`src/rtl/cp0_ctrl.sv`:
```
// MIPS-style coprocessor 0: Status/Cause/EPC/BadVAddr/Count/Compare registers,
// timer interrupt, exception entry and ERET redirect generation.
module cp0_ctrl #(
  parameter int          HW_INT     = 6,
  parameter int          COUNT_DIV  = 2,
  parameter logic [31:0] PRID_VAL   = 32'h0000_4220,
  parameter logic [31:0] CONFIG_VAL = 32'h8000_0000,
  parameter logic [31:0] EXC_VEC    = 32'hBFC0_0380
) (
  input  logic              clk,
  input  logic              rst,
  input  logic [HW_INT-1:0] int_i,
  input  logic              we_i,
  input  logic [4:0]        waddr_i,
  input  logic [31:0]       wdata_i,
  input  logic [4:0]        raddr_i,
  output logic [31:0]       rdata_o,
  input  logic              exc_valid_i,
  input  logic [4:0]        exc_code_i,
  input  logic [31:0]       exc_pc_i,
  input  logic              exc_bd_i,
  input  logic [31:0]       exc_badva_i,
  input  logic              eret_i,
  output logic              int_req_o,
  output logic [31:0]       epc_o,
  output logic [31:0]       status_o,
  output logic [31:0]       cause_o,
  output logic              flush_o,
  output logic [31:0]       flush_pc_o
);

  localparam logic [4:0] REG_BADVADDR = 5'd8;
  localparam logic [4:0] REG_COUNT    = 5'd9;
  localparam logic [4:0] REG_COMPARE  = 5'd11;
  localparam logic [4:0] REG_STATUS   = 5'd12;
  localparam logic [4:0] REG_CAUSE    = 5'd13;
  localparam logic [4:0] REG_EPC      = 5'd14;
  localparam logic [4:0] REG_PRID     = 5'd15;
  localparam logic [4:0] REG_CONFIG   = 5'd16;

  logic [31:0] count_q, compare_q, epc_q, badva_q;
  logic [7:0]  im_q;
  logic        exl_q, ie_q;
  logic        bd_q, ti_q;
  logic [1:0]  ip_sw_q;
  logic [4:0]  exccode_q;
  logic [5:0]  ip_hw_q;
  logic        phase_q;
  logic        flush_q;
  logic [31:0] flush_pc_q;

  logic        div_tick, mtc0_en, count_wr, compare_wr, timer_match;
  logic [7:0]  ip;
  logic [5:0]  int_ext;

  // Unimplemented interrupt lines widen to zero, so IP bits above HW_INT tie off.
  assign int_ext = 6'(int_i);

  assign div_tick    = (COUNT_DIV == 1) ? 1'b1 : phase_q;
  assign mtc0_en     = we_i & ~exc_valid_i & ~eret_i;
  assign count_wr    = mtc0_en && (waddr_i == REG_COUNT);
  assign compare_wr  = mtc0_en && (waddr_i == REG_COMPARE);
  assign timer_match = div_tick & ~count_wr & (count_q == compare_q);

  assign ip         = {ti_q | ip_hw_q[5], ip_hw_q[4:0], ip_sw_q};
  assign status_o   = {9'd0, 1'b1, 6'd0, im_q, 6'd0, exl_q, ie_q};
  assign cause_o    = {bd_q, ti_q, 14'd0, ip, 1'b0, exccode_q, 2'b00};
  assign epc_o      = epc_q;
  assign int_req_o  = ie_q & ~exl_q & (|(ip & im_q));
  assign flush_o    = flush_q;
  assign flush_pc_o = flush_pc_q;

  always_comb begin
    rdata_o = 32'd0;
    case (raddr_i)
      REG_BADVADDR: rdata_o = badva_q;
      REG_COUNT:    rdata_o = count_q;
      REG_COMPARE:  rdata_o = compare_q;
      REG_STATUS:   rdata_o = status_o;
      REG_CAUSE:    rdata_o = cause_o;
      REG_EPC:      rdata_o = epc_q;
      REG_PRID:     rdata_o = PRID_VAL;
      REG_CONFIG:   rdata_o = CONFIG_VAL;
      default:      rdata_o = 32'd0;
    endcase
  end

  always_ff @(posedge clk) begin
    if (rst) begin
      count_q    <= 32'd0;
      compare_q  <= 32'd0;
      epc_q      <= 32'd0;
      badva_q    <= 32'd0;
      im_q       <= 8'd0;
      exl_q      <= 1'b0;
      ie_q       <= 1'b0;
      bd_q       <= 1'b0;
      ti_q       <= 1'b0;
      ip_sw_q    <= 2'd0;
      exccode_q  <= 5'd0;
      ip_hw_q    <= 6'd0;
      phase_q    <= 1'b0;
      flush_q    <= 1'b0;
      flush_pc_q <= 32'd0;
    end else begin
      ip_hw_q <= int_ext;

      // The timer runs regardless of which exception/ERET/MTC0 action wins.
      if (count_wr) begin
        count_q <= wdata_i;
        phase_q <= 1'b0;
      end else begin
        if (div_tick) count_q <= count_q + 32'd1;
        phase_q <= (COUNT_DIV == 1) ? 1'b0 : ~phase_q;
      end

      if (compare_wr) begin
        compare_q <= wdata_i;
        ti_q      <= 1'b0;
      end else if (timer_match) begin
        ti_q <= 1'b1;
      end

      flush_q <= 1'b0;
      if (exc_valid_i) begin
        exccode_q  <= exc_code_i;
        exl_q      <= 1'b1;
        if (!exl_q) begin
          epc_q <= exc_bd_i ? exc_pc_i - 32'd4 : exc_pc_i;
          bd_q  <= exc_bd_i;
        end
        if (exc_code_i == 5'd4 || exc_code_i == 5'd5) badva_q <= exc_badva_i;
        flush_q    <= 1'b1;
        flush_pc_q <= EXC_VEC;
      end else if (eret_i) begin
        exl_q      <= 1'b0;
        flush_q    <= 1'b1;
        flush_pc_q <= epc_q;
      end else if (mtc0_en) begin
        case (waddr_i)
          REG_STATUS: begin
            im_q  <= wdata_i[15:8];
            exl_q <= wdata_i[1];
            ie_q  <= wdata_i[0];
          end
          REG_CAUSE: ip_sw_q <= wdata_i[9:8];
          REG_EPC:   epc_q   <= wdata_i;
          default: ;
        endcase
      end
    end
  end

endmodule

```
`config.mk`:
```
export PLATFORM = sky130hd
export DESIGN_NAME = cp0_ctrl
export DESIGN_NICKNAME = d
export VERILOG_FILES = /design/src/rtl/cp0_ctrl.sv
export SDC_FILE = /design/constraint.sdc
export NUM_CORES = 1
export LEC_CHECK = 0
export BUFFER_PORTS_ARGS = -buffer_cell sky130_fd_sc_hd__buf_4
export CORE_UTILIZATION = 45
export DETAILED_ROUTE_END_ITERATION = 12
export GPL_ROUTABILITY_DRIVEN = 0
export HOLD_SLACK_MARGIN = 0.03
export PLACE_DENSITY = 0.71
export SETUP_SLACK_MARGIN = 0.02
export SYNTH_ARGS = -nofsm -noshare
export SYNTH_HDL_FRONTEND = slang
export SYNTH_SLANG_ARGS = --single-unit
export TNS_END_PERCENT = 10
```
`constraint.sdc`:
```
create_clock -name clk -period 4.3 [get_ports clk]
set_input_delay 0.215 -clock clk [delete_from_list [all_inputs] [get_ports clk]]
set_output_delay 0.215 -clock clk [all_outputs]
set_load 0.02 [all_outputs]
```
==> report_table.html, run 1 <==
<table>
<tr><th>Metric</th><th>Value</th></tr>
<tr><th colspan="2">Run status</th></tr>
<tr><td>Result of the run</td><td>complete, no violations</td></tr>
<tr><th colspan="2">Timing</th></tr>
<tr><td>Max Fclk</td><td>about 420 MHz</td></tr>
<tr><td>Final worst-path cycle share</td><td>55.5%</td></tr>
<tr><td>Final number of hold-violating endpoints</td><td>0</td></tr>
<tr><td>Clock skew after layout</td><td>0.00814 ns</td></tr>
<tr><td>Crit path time final</td><td>2.39 ns</td></tr>
<tr><td>Remaining max-slew budget at the tightest pin</td><td>between 20% and 30%</td></tr>
<tr><td>RSZ-0062 raised after global routing</td><td>false</td></tr>
<tr><td>Max-slew violation count</td><td>0</td></tr>
<tr><td>Total negative setup slack</td><td>0 ns</td></tr>
<tr><td>Number of endpoints failing setup at the final stage</td><td>0</td></tr>
<tr><td>Worst-Margin Slew</td><td>between 1 and 1.5 ns</td></tr>
<tr><th colspan="2">Finish</th></tr>
<tr><td>Area grow syn2layout</td><td>26.5%</td></tr>
<tr><td>Area of all placed cells without fillers</td><td>0.0124 sq mm</td></tr>
<tr><td>Filler cells</td><td>1889</td></tr>
<tr><td>Non-filler cells in the finished layout</td><td>1634</td></tr>
<tr><td>Antenna diode count</td><td>0</td></tr>
<tr><td>Final core utilization</td><td>58.5%</td></tr>
<tr><td>Final nets</td><td>1471</td></tr>
<tr><td>Fraction of layout cells with a size suffix above 1</td><td>23.5%</td></tr>
<tr><th colspan="2">Detailed routing</th></tr>
<tr><td>Post-detailed-route count of antenna-violating nets</td><td>0</td></tr>
<tr><td>Pre-Repair DR Iteration Count</td><td>12</td></tr>
<tr><td>Ratio of routed vias to standard cells</td><td>5.77</td></tr>
<tr><td>DRC violation total after the first TritonRoute iteration</td><td>1143</td></tr>
<tr><td>Average detailed-routed wire length per instance</td><td>20.9 um</td></tr>
<tr><td>Total wire length after detailed routing</td><td>34200 um</td></tr>
<tr><td>Post-route DRC violation count</td><td>0</td></tr>
<tr><td>Total number of vias</td><td>roughly 9400</td></tr>
<tr><th colspan="2">CTS</th></tr>
<tr><td>Clock latency on the worst-skew pair</td><td>approximately 0.44 ns</td></tr>
<tr><td>Hold buffers post-CTS</td><td>26</td></tr>
<tr><td>Post-cts sizing count</td><td>0</td></tr>
<tr><td>TritonCTS clock tree</td><td>built</td></tr>
<tr><td>Number of H-tree branching levels</td><td>4</td></tr>
<tr><td>CTS Sinks</td><td>~190</td></tr>
<tr><td>Clock-pin transition on the worst setup and hold timing paths</td><td>around 0.07 ns</td></tr>
<tr><td>Number of setup buffers added after CTS</td><td>0</td></tr>
<tr><td>Root Driver</td><td>sky130_fd_sc_hd__clkbuf_16</td></tr>
<tr><td>CTS max path bufs</td><td>2</td></tr>
<tr><td>TritonCTS Buffers</td><td>17</td></tr>
<tr><th colspan="2">Setup path</th></tr>
<tr><td>Slowest CP cell</td><td>sky130_fd_sc_hd__a41oi_4</td></tr>
<tr><td>Cells traversed along the worst timing path</td><td>nor2b_1 -&gt; a41oi_4 -&gt; buf_4 -&gt; nor3b_1 -&gt; a21oi_1 -&gt; o22ai_1</td></tr>
<tr><td>Kind of end point of the critical path</td><td>flip-flop</td></tr>
<tr><td>CP Buf/Inv Count</td><td>1</td></tr>
<tr><td>Element type at the critical path start</td><td>flip-flop</td></tr>
<tr><td>Stage delay of the slowest cell on the critical path</td><td>approximately 0.62 ns</td></tr>
<tr><td>Top cell family by delay on the critical path</td><td>compound AO/OA/AOI/OAI gates</td></tr>
<tr><td>Setup CP Type</td><td>flip-flop to flip-flop</td></tr>
<tr><td>CP arrival</td><td>2.67 ns</td></tr>
<tr><td>Crit path max fanout</td><td>32</td></tr>
<tr><td>Required arrival time at the worst endpoint</td><td>4.59 ns</td></tr>
<tr><th colspan="2">Synthesis</th></tr>
<tr><td>Netlist cell types</td><td>66</td></tr>
<tr><td>Cell with the most instances after synthesis</td><td>sky130_fd_sc_hd__dfxtp_1</td></tr>
<tr><td>Top FF cell, synth</td><td>sky130_fd_sc_hd__dfxtp_1</td></tr>
<tr><td>Portion of the post-synthesis area used by sequential elements</td><td>between 30% and 40%</td></tr>
<tr><td>Most common library cells after synthesis</td><td>sky130_fd_sc_hd__dfxtp_1 (187), sky130_fd_sc_hd__nor2_1 (136), sky130_fd_sc_hd__nand2_1 (132)</td></tr>
<tr><td>Post-Synthesis Cell Area</td><td>a little under 0.01 sq mm</td></tr>
<tr><td>Cell taking the most area after synthesis</td><td>sky130_fd_sc_hd__dfxtp_1</td></tr>
<tr><td>Top cells by area, synth</td><td>sky130_fd_sc_hd__dfxtp_1 (38%), sky130_fd_sc_hd__mux2i_1 (8.9%), sky130_fd_sc_hd__nor2_1 (5.2%)</td></tr>
<tr><td>Share of flip-flops with an asynchronous set or reset after synthesis</td><td>0%</td></tr>
<tr><td>Number of flops mapped to enable cells by yosys</td><td>0</td></tr>
<tr><td>Number of instances in the synthesized netlist</td><td>1146</td></tr>
<tr><td>Portion of synthesized cell area occupied by the leading cell type</td><td>38.3%</td></tr>
<tr><td>Average footprint of a synthesized cell</td><td>8.53 sq um</td></tr>
<tr><td>YS warnings</td><td>0</td></tr>
<tr><td>Number of synthesized register bits</td><td>187</td></tr>
<tr><th colspan="2">GRT</th></tr>
<tr><td>First-pass GRT wire length</td><td>50900 um</td></tr>
<tr><td>Total Routing Usage GR</td><td>30.4%</td></tr>
<tr><td>Grt met3 use</td><td>6.97%</td></tr>
<tr><td>Overflow left after global routing</td><td>0</td></tr>
<tr><td>GR Layer Usage met2</td><td>44.9%</td></tr>
<tr><td>Pin count of the biggest net entering global routing</td><td>100</td></tr>
<tr><td>Number of global-route vias before repair</td><td>8511</td></tr>
<tr><td>Initial antenna violation count</td><td>2</td></tr>
<tr><td>Global-route layer with the greatest usage</td><td>met2</td></tr>
<tr><td>Global routing usage on met1</td><td>about 43%</td></tr>
<tr><th colspan="2">Placement</th></tr>
<tr><td>DP HPWL</td><td>~25000 um</td></tr>
<tr><td>Placed instance count</td><td>about 1600</td></tr>
<tr><td>Buffers added on ports</td><td>between 200 and 250</td></tr>
<tr><td>Placement Cell Area</td><td>between 0.01 and 0.015 sq mm</td></tr>
<tr><th colspan="2">Power and ir drop</th></tr>
<tr><td>Total net switching power</td><td>1.15 mW</td></tr>
<tr><td>Worst IR drop on VDD</td><td>between 0.2 and 0.3 mV</td></tr>
<tr><td>Internal</td><td>between 2 and 3 mW</td></tr>
<tr><td>Power density over the cells</td><td>332 mW/mm^2</td></tr>
<tr><td>Relative contribution of combinational cells to total power</td><td>around 14%</td></tr>
<tr><td>Total chip power</td><td>4.10 mW</td></tr>
<tr><td>Proportion of power drawn by the clock network</td><td>about two fifths</td></tr>
<tr><td>Switching fraction of total power</td><td>28.0%</td></tr>
<tr><td>Sequential Power Share</td><td>45.4%</td></tr>
<tr><td>Static leakage</td><td>5.29 nW</td></tr>
<tr><th colspan="2">Floorplanning</th></tr>
<tr><td>Vert. Die Dim</td><td>~150 um</td></tr>
<tr><td>Die ar.</td><td>0.0223 sq mm</td></tr>
<tr><td>Initial cell density of the core</td><td>46.2%</td></tr>
<tr><td>I/O pin total</td><td>285</td></tr>
<tr><td>Core area</td><td>0.0212 sq mm</td></tr>
<tr><td>Die W</td><td>149 um</td></tr>
<tr><td>Count of standard-cell rows</td><td>53</td></tr>
<tr><th colspan="2">Hold path</th></tr>
<tr><td>Min-delay worst type</td><td>input pin to flip-flop</td></tr>
<tr><th colspan="2">Flow run</th></tr>
<tr><td>Max cap viols</td><td>0</td></tr>
</table>
[metrics by stage]
step           setup slack, ns  hold slack, ns
2_1_floorplan             2.45           0.343
3_3_place_gp              1.70           0.428
3_5_place_dp              1.65           0.431
4_1_cts                   1.96          0.0303
5_1_grt                   1.80          0.0330
6_report                  1.91          0.0340
[placed cells by master (no fill, tap or decap), drive strengths merged, types with 36 or more instances in the layout]
| master | n |
|---|---|
| a211oi | 41 |
| buf | 257 |
| a21oi | 72 |
| xnor2 | 53 |
| xor2 | 36 |
| nand2 | 132 |
| nor2 | 136 |
| mux2i | 87 |
| conb | 39 |
| dfxtp | 187 |
[path summary, 6_finish.rpt]
check                                     from           to  slack [ns]  depth (start not counted)
worst min-delay path            exc_badva_i[3]   badva_q[3]        0.03                          3
worst min register to register     badva_q[13]  badva_q[13]        0.46                          2
worst max register to register           exl_q    epc_o[25]        1.91                          6
worst max-delay path                     exl_q    epc_o[25]        1.91                          6
[layout make-up]
class,count,area [sq um],area share (%)
Inverter,8,30.0,0.243
Timing Repair Buffer,283,2190,17.7
Sequential cell,187,3740,30.3
Clock buffer,17,425,3.44
Tap cell,275,344,2.78
Clock inverter,15,190,1.54
Multi-Input combinational cell,849,5440,44.0
[tightest hold or removal path: cells and delay by family]
family,cells,cell delay [ns]
and+or+nand+nor,1,0.05
buffers and inverters,1,0.11
AOI/OAI and AO/OA,1,0.06
[flip-flops by register name, summed over array words and instances, names as in the netlist]
name and cells:
badva_q 32, compare_q 32, count_q 32, epc_o 32, flush_pc_o 32, im_q 8, ip_hw_q 6, exccode_q 5
ip_sw_q 2, bd_q 1, div_tick 1, exl_q 1, flush_o 1, ie_q 1, ti_q 1
[cell families after synthesis]
group	share of synthesized area (%)
flops	38.3
buf+inv	7.91
simple gates	21.6
other cells	0.0768
xor+xnor	7.98
fa+ha+maj	0.256
mux	9.03
compound gates	14.8
[power by group through the flow]
stage	Combinational, mW	Sequential, mW	Clock [mW]
after floorplan	0.275	1.91	0
after global placement	0.534	1.90	0
after detailed placement	0.539	1.90	0
after CTS	0.560	1.86	1.67
after global routing	0.601	1.86	1.75
final	0.565	1.86	1.67
[metal layers]
metal / vias to the layer above / routed length [um]
li1: 4389 / -
met1: 4525 / 14800
met4: 0 / 927
met5: - / 0
met3: 50 / 3390
met2: 468 / 15100
Power figures use the tool's default switching activity.
==> run 2, diff against run 1 <==
--- a/config.mk
+++ b/config.mk
@@ -5,12 +5,13 @@
 export SDC_FILE = /design/constraint.sdc
 export NUM_CORES = 1
 export LEC_CHECK = 0
+export ABC_AREA = 1
 export BUFFER_PORTS_ARGS = -buffer_cell sky130_fd_sc_hd__buf_4
 export CORE_UTILIZATION = 45
 export DETAILED_ROUTE_END_ITERATION = 12
 export GPL_ROUTABILITY_DRIVEN = 0
 export HOLD_SLACK_MARGIN = 0.03
-export PLACE_DENSITY = 0.71
+export PLACE_DENSITY = 0.73
 export SETUP_SLACK_MARGIN = 0.02
 export SYNTH_ARGS = -nofsm -noshare
 export SYNTH_HDL_FRONTEND = slang
==> constraint.sdc (replaced) <==
create_clock -name clk -period 2.1 [get_ports clk]
set_input_delay 0.105 -clock clk [delete_from_list [all_inputs] [get_ports clk]]
set_output_delay 0.105 -clock clk [all_outputs]
set_load 0.02 [all_outputs]
==> run 2 against run 1 <==
  * Synthesized area rose by 9.1%
  * Hold slack worse by 0.0047 ns
  * First-iteration DRC count is 34% higher
  * Design area is 13% higher
  * Cell count increased by 37%
  * Utilization up 2.3 points
  * Global-route usage is 4.4 points higher
  * Die area up 9.0%
  * Register-to-register slack lost 1.7 ns
  * Total power increased by 100%
  * Largest power group unchanged
  * Highest routed layer unchanged
==> report_table.html, run 2 <==
<table>
<tr><th>Metric</th><th>Value</th></tr>
<tr><th colspan="2">Run status</th></tr>
<tr><td>Result of the run</td><td>complete, no violations (unchanged)</td></tr>
<tr><th colspan="2">Synthesis</th></tr>
<tr><td>Top FF cell, synth</td><td>sky130_fd_sc_hd__dfxtp_1 (unchanged)</td></tr>
<tr><td>Portion of the post-synthesis area used by sequential elements</td><td>35.1% (was 38.3%)</td></tr>
<tr><td>Netlist cell types</td><td>44 (was 66)</td></tr>
<tr><td>Cell taking the most area after synthesis</td><td>sky130_fd_sc_hd__dfxtp_1 (unchanged)</td></tr>
<tr><td>Average footprint of a synthesized cell</td><td>6.54 sq um (was 8.53 sq um)</td></tr>
<tr><td>Most common library cells after synthesis</td><td>sky130_fd_sc_hd__nand2_1 (388), sky130_fd_sc_hd__nor2_1 (240), sky130_fd_sc_hd__dfxtp_1 (187) (was sky130_fd_sc_hd__dfxtp_1 (187), sky130_fd_sc_hd__nor2_1 (136), sky130_fd_sc_hd__nand2_1 (132))</td></tr>
<tr><td>Post-Synthesis Cell Area</td><td>0.0107 sq mm (was 0.00977 sq mm)</td></tr>
<tr><td>YS warnings</td><td>0 (unchanged)</td></tr>
<tr><td>Top cells by area, synth</td><td>sky130_fd_sc_hd__dfxtp_1 (35%), sky130_fd_sc_hd__nand2_1 (14%), sky130_fd_sc_hd__nor2_1 (8.4%) (was sky130_fd_sc_hd__dfxtp_1 (38%), sky130_fd_sc_hd__mux2i_1 (8.9%), sky130_fd_sc_hd__nor2_1 (5.2%))</td></tr>
<tr><td>Share of flip-flops with an asynchronous set or reset after synthesis</td><td>0% (unchanged)</td></tr>
<tr><td>Cell with the most instances after synthesis</td><td>sky130_fd_sc_hd__nand2_1 (was sky130_fd_sc_hd__dfxtp_1)</td></tr>
<tr><td>Number of synthesized register bits</td><td>187 (unchanged)</td></tr>
<tr><td>Number of flops mapped to enable cells by yosys</td><td>0 (unchanged)</td></tr>
<tr><td>Number of instances in the synthesized netlist</td><td>1631 (was 1146)</td></tr>
<tr><td>Portion of synthesized cell area occupied by the leading cell type</td><td>35.1% (was 38.3%)</td></tr>
<tr><th colspan="2">Timing</th></tr>
<tr><td>Max Fclk</td><td>~500 MHz</td></tr>
<tr><td>RSZ-0062 raised after global routing</td><td>true (was false)</td></tr>
<tr><td>Max-slew violation count</td><td>0 (unchanged)</td></tr>
<tr><td>Hold slack</td><td>0.0293 ns (was 0.0340 ns)</td></tr>
<tr><td>Crit path time final</td><td>2.00 ns</td></tr>
<tr><td>Remaining max-slew budget at the tightest pin</td><td>42.4% (was 23.9%)</td></tr>
<tr><td>Worst-Margin Slew</td><td>0.864 ns (was 1.14 ns)</td></tr>
<tr><td>Clock skew after layout</td><td>0.00922 ns (was 0.00814 ns)</td></tr>
<tr><td>Number of endpoints failing setup at the final stage</td><td>0 (unchanged)</td></tr>
<tr><td>Final number of hold-violating endpoints</td><td>0 (unchanged)</td></tr>
<tr><td>Total negative setup slack</td><td>0 ns (unchanged)</td></tr>
<tr><td>Final worst-path cycle share</td><td>95.3%</td></tr>
<tr><th colspan="2">Setup path</th></tr>
<tr><td>CP Buf/Inv Count</td><td>2 (was 1)</td></tr>
<tr><td>Element type at the critical path start</td><td>flip-flop (unchanged)</td></tr>
<tr><td>Slowest CP cell</td><td>sky130_fd_sc_hd__dfxtp_1 (was sky130_fd_sc_hd__a41oi_4)</td></tr>
<tr><td>Kind of end point of the critical path</td><td>output pin (was flip-flop)</td></tr>
<tr><td>Required arrival time at the worst endpoint</td><td>2.00 ns (was 4.59 ns)</td></tr>
<tr><td>Setup CP Type</td><td>flip-flop to output pin (was flip-flop to flip-flop)</td></tr>
<tr><td>Stage delay of the slowest cell on the critical path</td><td>0.38 ns (was 0.62 ns)</td></tr>
<tr><td>Top cell family by delay on the critical path</td><td>simple AND/OR/NAND/NOR gates (was compound AO/OA/AOI/OAI gates)</td></tr>
<tr><td>Crit path max fanout</td><td>4 (was 32)</td></tr>
<tr><td>CP arrival</td><td>1.90 ns (was 2.67 ns)</td></tr>
<tr><td>Cells traversed along the worst timing path</td><td>or2_2 -&gt; a221oi_2 -&gt; nand4_1 -&gt; nand3_1 -&gt; inv_1 -&gt; buf_4 (was nor2b_1 -&gt; a41oi_4 -&gt; buf_4 -&gt; nor3b_1 -&gt; a21oi_1 -&gt; o22ai_1)</td></tr>
<tr><th colspan="2">Flow run</th></tr>
<tr><td>Max cap viols</td><td>0 (unchanged)</td></tr>
<tr><th colspan="2">Placement</th></tr>
<tr><td>Placement Cell Area</td><td>0.0125 sq mm (was 0.0115 sq mm)</td></tr>
<tr><td>Placed instance count</td><td>2122 (was 1576)</td></tr>
<tr><td>DP HPWL</td><td>32000 um (was 25000 um)</td></tr>
<tr><td>Buffers added on ports</td><td>245 (unchanged)</td></tr>
<tr><th colspan="2">Floorplanning</th></tr>
<tr><td>Die W</td><td>156 um (was 149 um)</td></tr>
<tr><td>Initial cell density of the core</td><td>46.5% (was 46.2%)</td></tr>
<tr><td>Die ar.</td><td>0.0243 sq mm (was 0.0223 sq mm)</td></tr>
<tr><td>I/O pin total</td><td>285 (unchanged)</td></tr>
<tr><td>Vert. Die Dim</td><td>156 um (was 149 um)</td></tr>
<tr><td>Count of standard-cell rows</td><td>55 (was 53)</td></tr>
<tr><td>Core area</td><td>0.0229 sq mm (was 0.0212 sq mm)</td></tr>
<tr><th colspan="2">Finish</th></tr>
<tr><td>Area grow syn2layout</td><td>30.6% (was 26.5%)</td></tr>
<tr><td>Antenna diode count</td><td>0 (unchanged)</td></tr>
<tr><td>Most common cell after layout, fill and taps aside</td><td>sky130_fd_sc_hd__nand2_1 (was sky130_fd_sc_hd__buf_4)</td></tr>
<tr><td>Area of all placed cells without fillers</td><td>0.0139 sq mm (was 0.0124 sq mm)</td></tr>
<tr><td>Fraction of layout cells with a size suffix above 1</td><td>17.9% (was 23.5%)</td></tr>
<tr><td>Filler cells</td><td>2107 (was 1889)</td></tr>
<tr><td>Non-filler cells in the finished layout</td><td>2237 (was 1634)</td></tr>
<tr><td>Most used cells in the layout excluding fill and tap cells</td><td>sky130_fd_sc_hd__nand2_1 (388), sky130_fd_sc_hd__buf_4 (269), sky130_fd_sc_hd__nor2_1 (239) (was sky130_fd_sc_hd__buf_4 (257), sky130_fd_sc_hd__dfxtp_1 (187), sky130_fd_sc_hd__nor2_1 (136))</td></tr>
<tr><td>Final nets</td><td>2038 (was 1471)</td></tr>
<tr><th colspan="2">Detailed routing</th></tr>
<tr><td>Total number of vias</td><td>12600 (was 9432)</td></tr>
<tr><td>DRC violation total after the first TritonRoute iteration</td><td>1528 (was 1143)</td></tr>
<tr><td>Post-detailed-route count of antenna-violating nets</td><td>0 (unchanged)</td></tr>
<tr><td>Average detailed-routed wire length per instance</td><td>19.3 um (was 20.9 um)</td></tr>
<tr><td>Pre-Repair DR Iteration Count</td><td>7 (was 12)</td></tr>
<tr><td>Ratio of routed vias to standard cells</td><td>5.63 (was 5.77)</td></tr>
<tr><td>Post-route DRC violation count</td><td>0 (unchanged)</td></tr>
<tr><td>Total wire length after detailed routing</td><td>43100 um (was 34200 um)</td></tr>
<tr><th colspan="2">CTS</th></tr>
<tr><td>TritonCTS clock tree</td><td>built (unchanged)</td></tr>
<tr><td>Root Driver</td><td>sky130_fd_sc_hd__clkbuf_16 (unchanged)</td></tr>
<tr><td>CTS Sinks</td><td>187 (unchanged)</td></tr>
<tr><td>CTS max path bufs</td><td>2 (unchanged)</td></tr>
<tr><td>Clock-pin transition on the worst setup and hold timing paths</td><td>0.07 ns (about the same)</td></tr>
<tr><td>Number of H-tree branching levels</td><td>4 (unchanged)</td></tr>
<tr><td>Clock latency on the worst-skew pair</td><td>0.44 ns (about the same)</td></tr>
<tr><td>Number of setup buffers added after CTS</td><td>0 (unchanged)</td></tr>
<tr><td>TritonCTS Buffers</td><td>17 (unchanged)</td></tr>
<tr><th colspan="2">GRT</th></tr>
<tr><td>Initial antenna violation count</td><td>1 (was 2)</td></tr>
<tr><td>First-pass GRT wire length</td><td>63900 um (was 50900 um)</td></tr>
<tr><td>Number of global-route vias before repair</td><td>11400 (was 8511)</td></tr>
<tr><td>Pin count of the biggest net entering global routing</td><td>80 (was 100)</td></tr>
<tr><td>Total Routing Usage GR</td><td>34.8% (was 30.4%)</td></tr>
<tr><td>Overflow left after global routing</td><td>0 (unchanged)</td></tr>
<tr><th colspan="2">Power and ir drop</th></tr>
<tr><td>Worst IR drop on VDD</td><td>0.397 mV (was 0.292 mV)</td></tr>
<tr><td>Static leakage</td><td>6.13 nW (was 5.29 nW)</td></tr>
<tr><td>Power density over the cells</td><td>603 mW/mm^2 (was 332 mW/mm^2)</td></tr>
<tr><th colspan="2">Hold path</th></tr>
<tr><td>Min-delay worst type</td><td>input pin to flip-flop (unchanged)</td></tr>
</table>
-- run 2: changes by cell type after synthesis, moves of 26 or more --
| cell | before | now |
|---|---|---|
| sky130_fd_sc_hd__a211oi_1 | 39 | 0 |
| sky130_fd_sc_hd__a21oi_1 | 72 | 136 |
| sky130_fd_sc_hd__a222oi_1 | 30 | 0 |
| sky130_fd_sc_hd__clkbuf_1 | 66 | 40 |
| sky130_fd_sc_hd__inv_1 | 8 | 140 |
| sky130_fd_sc_hd__mux2i_1 | 87 | 0 |
| sky130_fd_sc_hd__nand2_1 | 132 | 388 |
| sky130_fd_sc_hd__nand3_1 | 31 | 71 |
| sky130_fd_sc_hd__nor2_1 | 136 | 240 |
| sky130_fd_sc_hd__o21ai_0 | 8 | 121 |
| sky130_fd_sc_hd__xnor2_1 | 53 | 26 |
-- run 2: metal layers --
metal	vias to the layer above	global-route usage, %	part of all wire, %
met3	178	7.44	12
met1	5735	43.2	37
li1	5798	-	-
met2	885	55.7	45
met4	0	19.9	6.3
met5	-	0	0
-- run 2: through the flow --
step	power [mW]	utilization [%]	setup WS (ns)
floorplan	4.51	-	0.516
global placement	5.05	54.6	0.351
detailed placement	5.06	54.6	0.313
CTS	8.35	60.7	0.0953
global route	8.63	60.8	0.0130
finish	8.39	60.8	0.0982
-- run 2: path summary, 6_finish.rpt --
check / startpoint / endpoint / slack (ns) / depth (start not counted)
min: eret_i / flush_o / 0.03 / 3
min reg2reg: flush_pc_o[10] / flush_pc_o[10] / 0.46 / 2
max reg2reg: exl_q / epc_o[5] / 0.20 / 6
max: ti_q / int_req_o / 0.1 / 6
-- run 2: cell families after synthesis --
logic type      synth area share, %
compound gates                 17.8
xor+xnor                       3.86
fa+ha+maj                     0.235
buf+inv                        12.4
flops                          35.1
other cells                  0.0704
simple gates                   30.5
-- run 2: power by group --
| part | total (mW) | internal (mW) | switching [mW] |
|---|---|---|---|
| Clock | 3.24 | 1.76 | 1.48 |
| Sequential | 3.82 | 3.66 | 0.159 |
| Combinational | 1.34 | 0.544 | 0.791 |
| Total | 8.39 | 5.96 | 2.43 |
-- run 2: final cells by class --
type,instances,area [sq um],share of cell area (%)
clock buffers,18,429,3.08
clock inverters,12,139,0.997
inverters,150,563,4.04
multi-input cells,1201,5750,41.3
flip-flops and latches,187,3740,26.9
well taps,313,392,2.81
repair buffers,356,2910,20.9
-- run 2: worst reg2reg max path: stages, from the launching register on --
cell	delay, ns
sky130_fd_sc_hd__dfxtp_1	0.40
sky130_fd_sc_hd__nor2_1	0.10
sky130_fd_sc_hd__a21oi_2	0.15
sky130_fd_sc_hd__buf_4	0.38
sky130_fd_sc_hd__nand2_1	0.11
sky130_fd_sc_hd__a21oi_1	0.15
sky130_fd_sc_hd__dlygate4sd3_1	0.55
-- run 2: repair_timing --
| action | in CTS | in global routing |
|---|---|---|
| endpoints found under the setup margin | 0 | 2 |
| hold buffers | 85 | 0 |
| endpoints found under the hold margin | 99 | 0 |
| gates resized for setup | 0 | 1 |
